$ cat src/rtl/vend_controller.sv
// Multi-slot vending sequencer: accumulates coin credit, validates selections
// against price and per-slot stock, runs the dispense handshake with a timeout,
// then pays change back one Rs5 coin at a time.
module vend_controller #(
  parameter int NUM_SLOTS  = 4,
  parameter int PRICE      = 15,
  parameter int MAX_CREDIT = 30,
  parameter int STOCK_INIT = 8,
  parameter int STOCK_W    = 4,
  parameter int TIMEOUT    = 255
) (
  input  logic                         clk,
  input  logic                         rst,
  input  logic [1:0]                   coin,
  input  logic                         sel_valid,
  input  logic [$clog2(NUM_SLOTS)-1:0] sel_slot,
  input  logic                         cancel,
  input  logic                         restock,
  input  logic                         disp_done,
  input  logic                         chg_ack,
  output logic                         disp_req,
  output logic [$clog2(NUM_SLOTS)-1:0] disp_slot,
  output logic                         chg_req,
  output logic [5:0]                   credit,
  output logic [NUM_SLOTS-1:0]         sold_out,
  output logic                         coin_rej,
  output logic                         sel_rej,
  output logic                         fault,
  output logic                         busy
);

  localparam int SLOT_W = $clog2(NUM_SLOTS);
  localparam int TMR_W  = $clog2(TIMEOUT + 1);

  localparam logic [5:0]         PRICE_C      = 6'(PRICE);
  localparam logic [6:0]         MAX_C        = 7'(MAX_CREDIT);
  localparam logic [STOCK_W-1:0] STOCK_INIT_C = STOCK_W'(STOCK_INIT);
  localparam logic [TMR_W-1:0]   TIMEOUT_C    = TMR_W'(TIMEOUT);

  typedef enum logic [1:0] {S_IDLE, S_COLLECT, S_VEND, S_REFUND} state_t;

  state_t              state_q, state_d;
  logic [5:0]          credit_q, credit_d;
  logic [TMR_W-1:0]    timer_q, timer_d;
  logic [SLOT_W-1:0]   slot_q, slot_d;
  logic [STOCK_W-1:0]  stock_q [NUM_SLOTS];
  logic [STOCK_W-1:0]  stock_d [NUM_SLOTS];
  logic                disp_req_q, chg_req_q, busy_q;
  logic                coin_rej_q, coin_rej_d;
  logic                sel_rej_q, sel_rej_d;
  logic                fault_q, fault_d;

  logic [6:0]          coin_val;
  logic [5:0]          base;
  logic [6:0]          sum;

  // Rs value of the coin acceptor code; 00 and 11 both mean no coin.
  function automatic logic [6:0] coin_value(input logic [1:0] c);
    case (c)
      2'b01:   return 7'd5;
      2'b10:   return 7'd10;
      default: return 7'd0;
    endcase
  endfunction

  // Next-state, credit, stock and pulse decisions for the current state.
  always_comb begin
    state_d    = state_q;
    credit_d   = credit_q;
    timer_d    = timer_q;
    slot_d     = slot_q;
    coin_rej_d = 1'b0;
    sel_rej_d  = 1'b0;
    fault_d    = 1'b0;
    for (int i = 0; i < NUM_SLOTS; i++) stock_d[i] = stock_q[i];
    coin_val   = coin_value(coin);
    base       = credit_q;
    sum        = 7'd0;

    case (state_q)
      S_IDLE: begin
        if (coin_val != 7'd0) begin
          sum = {1'b0, credit_q} + coin_val;
          if (sum <= MAX_C) begin
            credit_d = sum[5:0];
            state_d  = S_COLLECT;
          end else begin
            coin_rej_d = 1'b1;
          end
        end
        if (restock) begin
          for (int i = 0; i < NUM_SLOTS; i++) stock_d[i] = STOCK_INIT_C;
        end
        if (sel_valid) sel_rej_d = 1'b1;
      end

      S_COLLECT: begin
        // Selection is judged on pre-coin credit; a same-cycle coin lands on
        // whatever credit remains after the selection.
        if (cancel) begin
          state_d = S_REFUND;
        end else if (sel_valid) begin
          if (credit_q >= PRICE_C && stock_q[sel_slot] != '0) begin
            base    = credit_q - PRICE_C;
            slot_d  = sel_slot;
            timer_d = TMR_W'(1);
            state_d = S_VEND;
          end else begin
            sel_rej_d = 1'b1;
          end
        end
        credit_d = base;
        if (coin_val != 7'd0) begin
          sum = {1'b0, base} + coin_val;
          if (sum <= MAX_C) credit_d = sum[5:0];
          else              coin_rej_d = 1'b1;
        end
      end

      S_VEND: begin
        if (coin_val != 7'd0) coin_rej_d = 1'b1;
        if (disp_done) begin
          if (stock_q[slot_q] != '0) stock_d[slot_q] = stock_q[slot_q] - 1'b1;
          timer_d = '0;
          state_d = (credit_q != 6'd0) ? S_REFUND : S_IDLE;
        end else if (timer_q == TIMEOUT_C) begin
          // Mechanism never confirmed: give the price back and refund it all.
          credit_d = credit_q + PRICE_C;
          fault_d  = 1'b1;
          timer_d  = '0;
          state_d  = S_REFUND;
        end else begin
          timer_d = timer_q + 1'b1;
        end
      end

      S_REFUND: begin
        if (coin_val != 7'd0) coin_rej_d = 1'b1;
        if (chg_ack) begin
          if (credit_q <= 6'd5) begin
            credit_d = 6'd0;
            state_d  = S_IDLE;
          end else begin
            credit_d = credit_q - 6'd5;
          end
        end
      end

      default: state_d = S_IDLE;
    endcase
  end

  // State, datapath and registered outputs; reset discards any credit.
  always_ff @(posedge clk) begin
    if (!rst) begin
      state_q    <= S_IDLE;
      credit_q   <= 6'd0;
      timer_q    <= '0;
      slot_q     <= '0;
      disp_req_q <= 1'b0;
      chg_req_q  <= 1'b0;
      busy_q     <= 1'b0;
      coin_rej_q <= 1'b0;
      sel_rej_q  <= 1'b0;
      fault_q    <= 1'b0;
      for (int i = 0; i < NUM_SLOTS; i++) stock_q[i] <= STOCK_INIT_C;
    end else begin
      state_q    <= state_d;
      credit_q   <= credit_d;
      timer_q    <= timer_d;
      slot_q     <= slot_d;
      disp_req_q <= (state_d == S_VEND);
      chg_req_q  <= (state_d == S_REFUND);
      busy_q     <= (state_d == S_VEND) || (state_d == S_REFUND);
      coin_rej_q <= coin_rej_d;
      sel_rej_q  <= sel_rej_d;
      fault_q    <= fault_d;
      for (int i = 0; i < NUM_SLOTS; i++) stock_q[i] <= stock_d[i];
    end
  end

  // Sold-out flags follow the stock counters directly.
  always_comb begin
    sold_out = '0;
    for (int i = 0; i < NUM_SLOTS; i++) sold_out[i] = (stock_q[i] == '0);
  end

  assign disp_req  = disp_req_q;
  assign disp_slot = slot_q;
  assign chg_req   = chg_req_q;
  assign credit    = credit_q;
  assign coin_rej  = coin_rej_q;
  assign sel_rej   = sel_rej_q;
  assign fault     = fault_q;
  assign busy      = busy_q;

endmodule

$ cat config.mk
export PLATFORM = sky130hd
export DESIGN_NAME = vend_controller
export DESIGN_NICKNAME = d
export VERILOG_FILES = /design/src/rtl/vend_controller.sv
export SDC_FILE = /design/constraint.sdc
export NUM_CORES = 1
export LEC_CHECK = 0
export ABC_AREA = 1
export CORE_MARGIN = 2
export CORE_UTILIZATION = 50
export DETAILED_ROUTE_END_ITERATION = 10
export PLACE_DENSITY = 0.69
export SETUP_SLACK_MARGIN = 0.1
export SLEW_MARGIN = 20
export SYNTH_ARGS = -nofsm -noshare
export SYNTH_HDL_FRONTEND = slang
export SYNTH_SLANG_ARGS = --single-unit
export TNS_END_PERCENT = 1
$ cat constraint.sdc
create_clock -name clk -period 3.8 [get_ports clk]
set_input_delay 0.76 -clock clk [delete_from_list [all_inputs] [get_ports clk]]
set_output_delay 0.76 -clock clk [all_outputs]
set_load 0.05 [all_outputs]
==> reports/metrics.cfg <==
[critical_path]
worst-path-buf-inv = 7
endpoint_kind = register
cpMaxStageDelayCell = clkdlybuf4s50_1
worstPathArrival_ps = 3670
start_kind = input pin
path_cells = clkdlybuf4s50_1 -> inv_1 -> nor2_2 -> nand2_2 -> or2_2 -> xor2_2 -> inv_1 -> ha_1 -> buf_4 -> a21oi_4 -> o31ai_4 -> inv_2 -> buf_4 -> nand2_2 -> o21ai_4 -> nand4_1 -> nand3_1 -> nand4_1 -> nand2_1 -> inv_1
cp_max_fo = 7
crit_top_cell = inv_1
cpPeakStageDelay_ps = 500
required_ps = 4010
path_delay_family = buffers and inverters
critPathKind = in -> reg

[clocking]
h-tree-depth = 2
cts.sinks = 41
cts-root-buf = clkbuf_8
cts_tree = done
clk_pin_slew_ps = 90
clockBufferDepth = 2
hold_buffers = 0
clk_latency_ps = 310
cts-buffers-inserted = 5

[synth]
seq_area_frac_synth_pct = 27.55
synth_area_um2 = 2979
synth_fa_ha_area_share_pct = 8.484
synth_most_common_cell = nand2_1
ys_ff_latch = 41
synth_top_family_by_area = simple AND/OR/NAND/NOR gates
synthDominantCellAreaShare_pct = 27.55
synthCells = 454
synthFlopType = dfxtp_1
synth_compound_area_share_pct = 14.70
async_reset_ff_share_pct = 0
syn_nets = 484
yosys-top-cells-count = nand2_1 (108), inv_1 (64), a21oi_1 (42), dfxtp_1 (41), nor2_1 (38)
synthTopCellsByArea = dfxtp_1 (28%), nand2_1 (14%), inv_1 (8.1%), ha_1 (7.1%), a21oi_1 (7.1%)
ys_types = 42
synth-simple-area-share_pct = 35.83
synth_mux_area_share_pct = 0
synth-edff-count = 0
synthXorXnorAreaFrac_pct = 3.234
yosysWarnings = 0
syn_area_per_cell_um2 = 6.562
yosysTopAreaCell = dfxtp_1

[floorplanning]
pin_count = 29
die_y_um = 81.19
fp.dieW_um = 81.19
rows = 28
die_area_um2 = 6592
coreArea_um2 = 5851
initial_core_util_pct = 50.92

[sta]
tns_ps = 0
skew_ps = 6.818
slew_headroom_pct = 44.52
finalHoldWorstSlack_ps = 489.3
rsz0062_at_grt = no
setup_viol = 0
fmax_ghz = 0.2897
fin_crit_sh_pct = 90.84
tightest_slew_ps = 831.3
finalMaxSlewViolations = 0
hold_viol = 0
period_needed_ps = 3452

[routing]
post-route-drc-count = 0
drt_iter0_markers = 168
drtPass1Iterations = 4
via_count = 3098
wl_per_cell_um = 13.73
wl_um = 7993
via_per_inst = 5.323
ant_nets = 0

[layout]
layout-drive-gt1-share_pct = 13.41
areaGrowthSynthToFinish_pct = 22.43
multi_input_area_um2 = 1909
fin_area_um2 = 3647
antenna_cells = 0
register_area_um2 = 820.8
n_fill_cell = 526
nNetsFinal = 536
fin_util_pct = 62.34

[worst_hold_path]
min_path_type = reg -> reg

[run_status]
status = complete, no violations

[placement]
port_buffers = 28
dp_hpwl_um = 6179
place_area_um2 = 3496
gp_congestion = 0.8957

[global_route]
grt_max_degree = 25
grt-ovfl-total = 0
antenna_found_initial = 0
grt_pass1_vias = 2958
grt_pass1_wl_um = 13160
grtUsageTotal_pct = 25.58

[power]
powerDensity_nw_per_um2 = 587.4
vdd_drop_max_mv = 0.3261
power_w = 0.002142
leakage_nw = 1.625

[run]
maxCapViolations = 0

[logic make-up (layout without fill, tap and decap cells)]
family                   after synthesis  count (layout)
AND/OR/NAND/NOR                      233             233
buffers and inverters                 79             132
AO/OA/AOI/OAI                         71              71
flip-flops                            41              41
adder cells (fa/ha/maj)               19              19
XOR/XNOR                              11              11
[sequential cells by signal, indices dropped and copies added, names as in the netlist, named ones only]
register and cells:
timer_q 8, coin_rej 1, chg_req 1, disp_slot 2, stock_q 16, credit 6
sel_rej 1, state_q 2, fault 1, disp_req 1
[timing repair]
item                       CTS  global route
resized for setup            4            12
setup endpoints to repair    6             7
pin swaps                    1             4
buffers inserted             0             1
[worst register-to-register path, cell delays in order (launching register included)]
cell and delay [ps]:
dfxtp_1 550, nand3_2 200, nand2_2 140, nand2_2 70, nor2_4 90, nand2_2 90
or2_2 310, xor2_2 170, inv_1 70, ha_1 290, buf_4 150, a21oi_4 130
o31ai_4 100, inv_2 70, buf_4 100, nand2_2 60, o21ai_4 220, nand4_1 140
nand3_1 110, nand4_1 80, nand2_1 70, inv_1 40
[cells in the final DEF, fill, tap and decap left out, types with 2 or more instances in the layout]
cell	instances
nand4_1	18
nor2_1	37
a31oi_1	2
xor2_1	7
a32oi_1	2
ha_1	17
buf_4	25
inv_1	63
fa_1	2
nor4_1	4
clkbuf_8	5
nor2_2	6
nand3_1	36
nand2_1	106
o21ai_0	6
nor3_1	5
inv_2	7
o211ai_1	3
clkinvlp_4	3
nor3b_1	3
a21oi_1	40
a32o_1	4
or2_2	2
xnor2_1	3
nand3_2	3
nand2_2	8
dfxtp_1	41
clkdlybuf4s50_1	26
a221oi_1	3
[metrics by stage]
stage | worst slack (ps) | std cells
after floorplan | 118.7 | 454
after global placement | -322.0 | 573
after detailed placement | -393.8 | 573
after CTS | 106.7 | 581
after global routing | 33.88 | 582
final | 348.1 | 582
[report_power, final]
part	internal (W)	switching (W)	total [W]
logic	0.000461	0.000836	0.00130
registers	0.000487	0.0000565	0.000544
clock network	0.000129	0.000173	0.000302
[metal layers]
layer	up-vias	GRT usage [%]	part of all wire, %
li1	1609	-	-
met1	1403	34.85	49
met2	72	41.57	46
met3	14	3.667	4.0
met4	0	8.305	1.6
met5	-	0	0
[path summary, 6_finish.rpt]
path	start	to	slack, ps	cells after the start
hold reg to reg	stock_q[1][1]$_SDFFE_PN0P_	stock_q[1][1]$_SDFFE_PN0P_	490	2
setup reg to reg	credit[2]$_SDFFE_PN0P_	credit[3]$_SDFFE_PN0P_	480	21
hold / removal	stock_q[1][1]$_SDFFE_PN0P_	stock_q[1][1]$_SDFFE_PN0P_	490	2
setup / recovery	sel_valid	credit[3]$_SDFFE_PN0P_	350	20
[cell type report]
type / count / area share [%]
Clock inverter: 3 / 0.6175
Multi-Input combinational cell: 334 / 52.35
Clock buffer: 5 / 1.887
Sequential cell: 41 / 22.50
Timing Repair Buffer: 53 / 12.76
Tap cell: 75 / 2.573
Inverter: 71 / 7.307
Note: power is estimated with default switching activity, not from simulation.
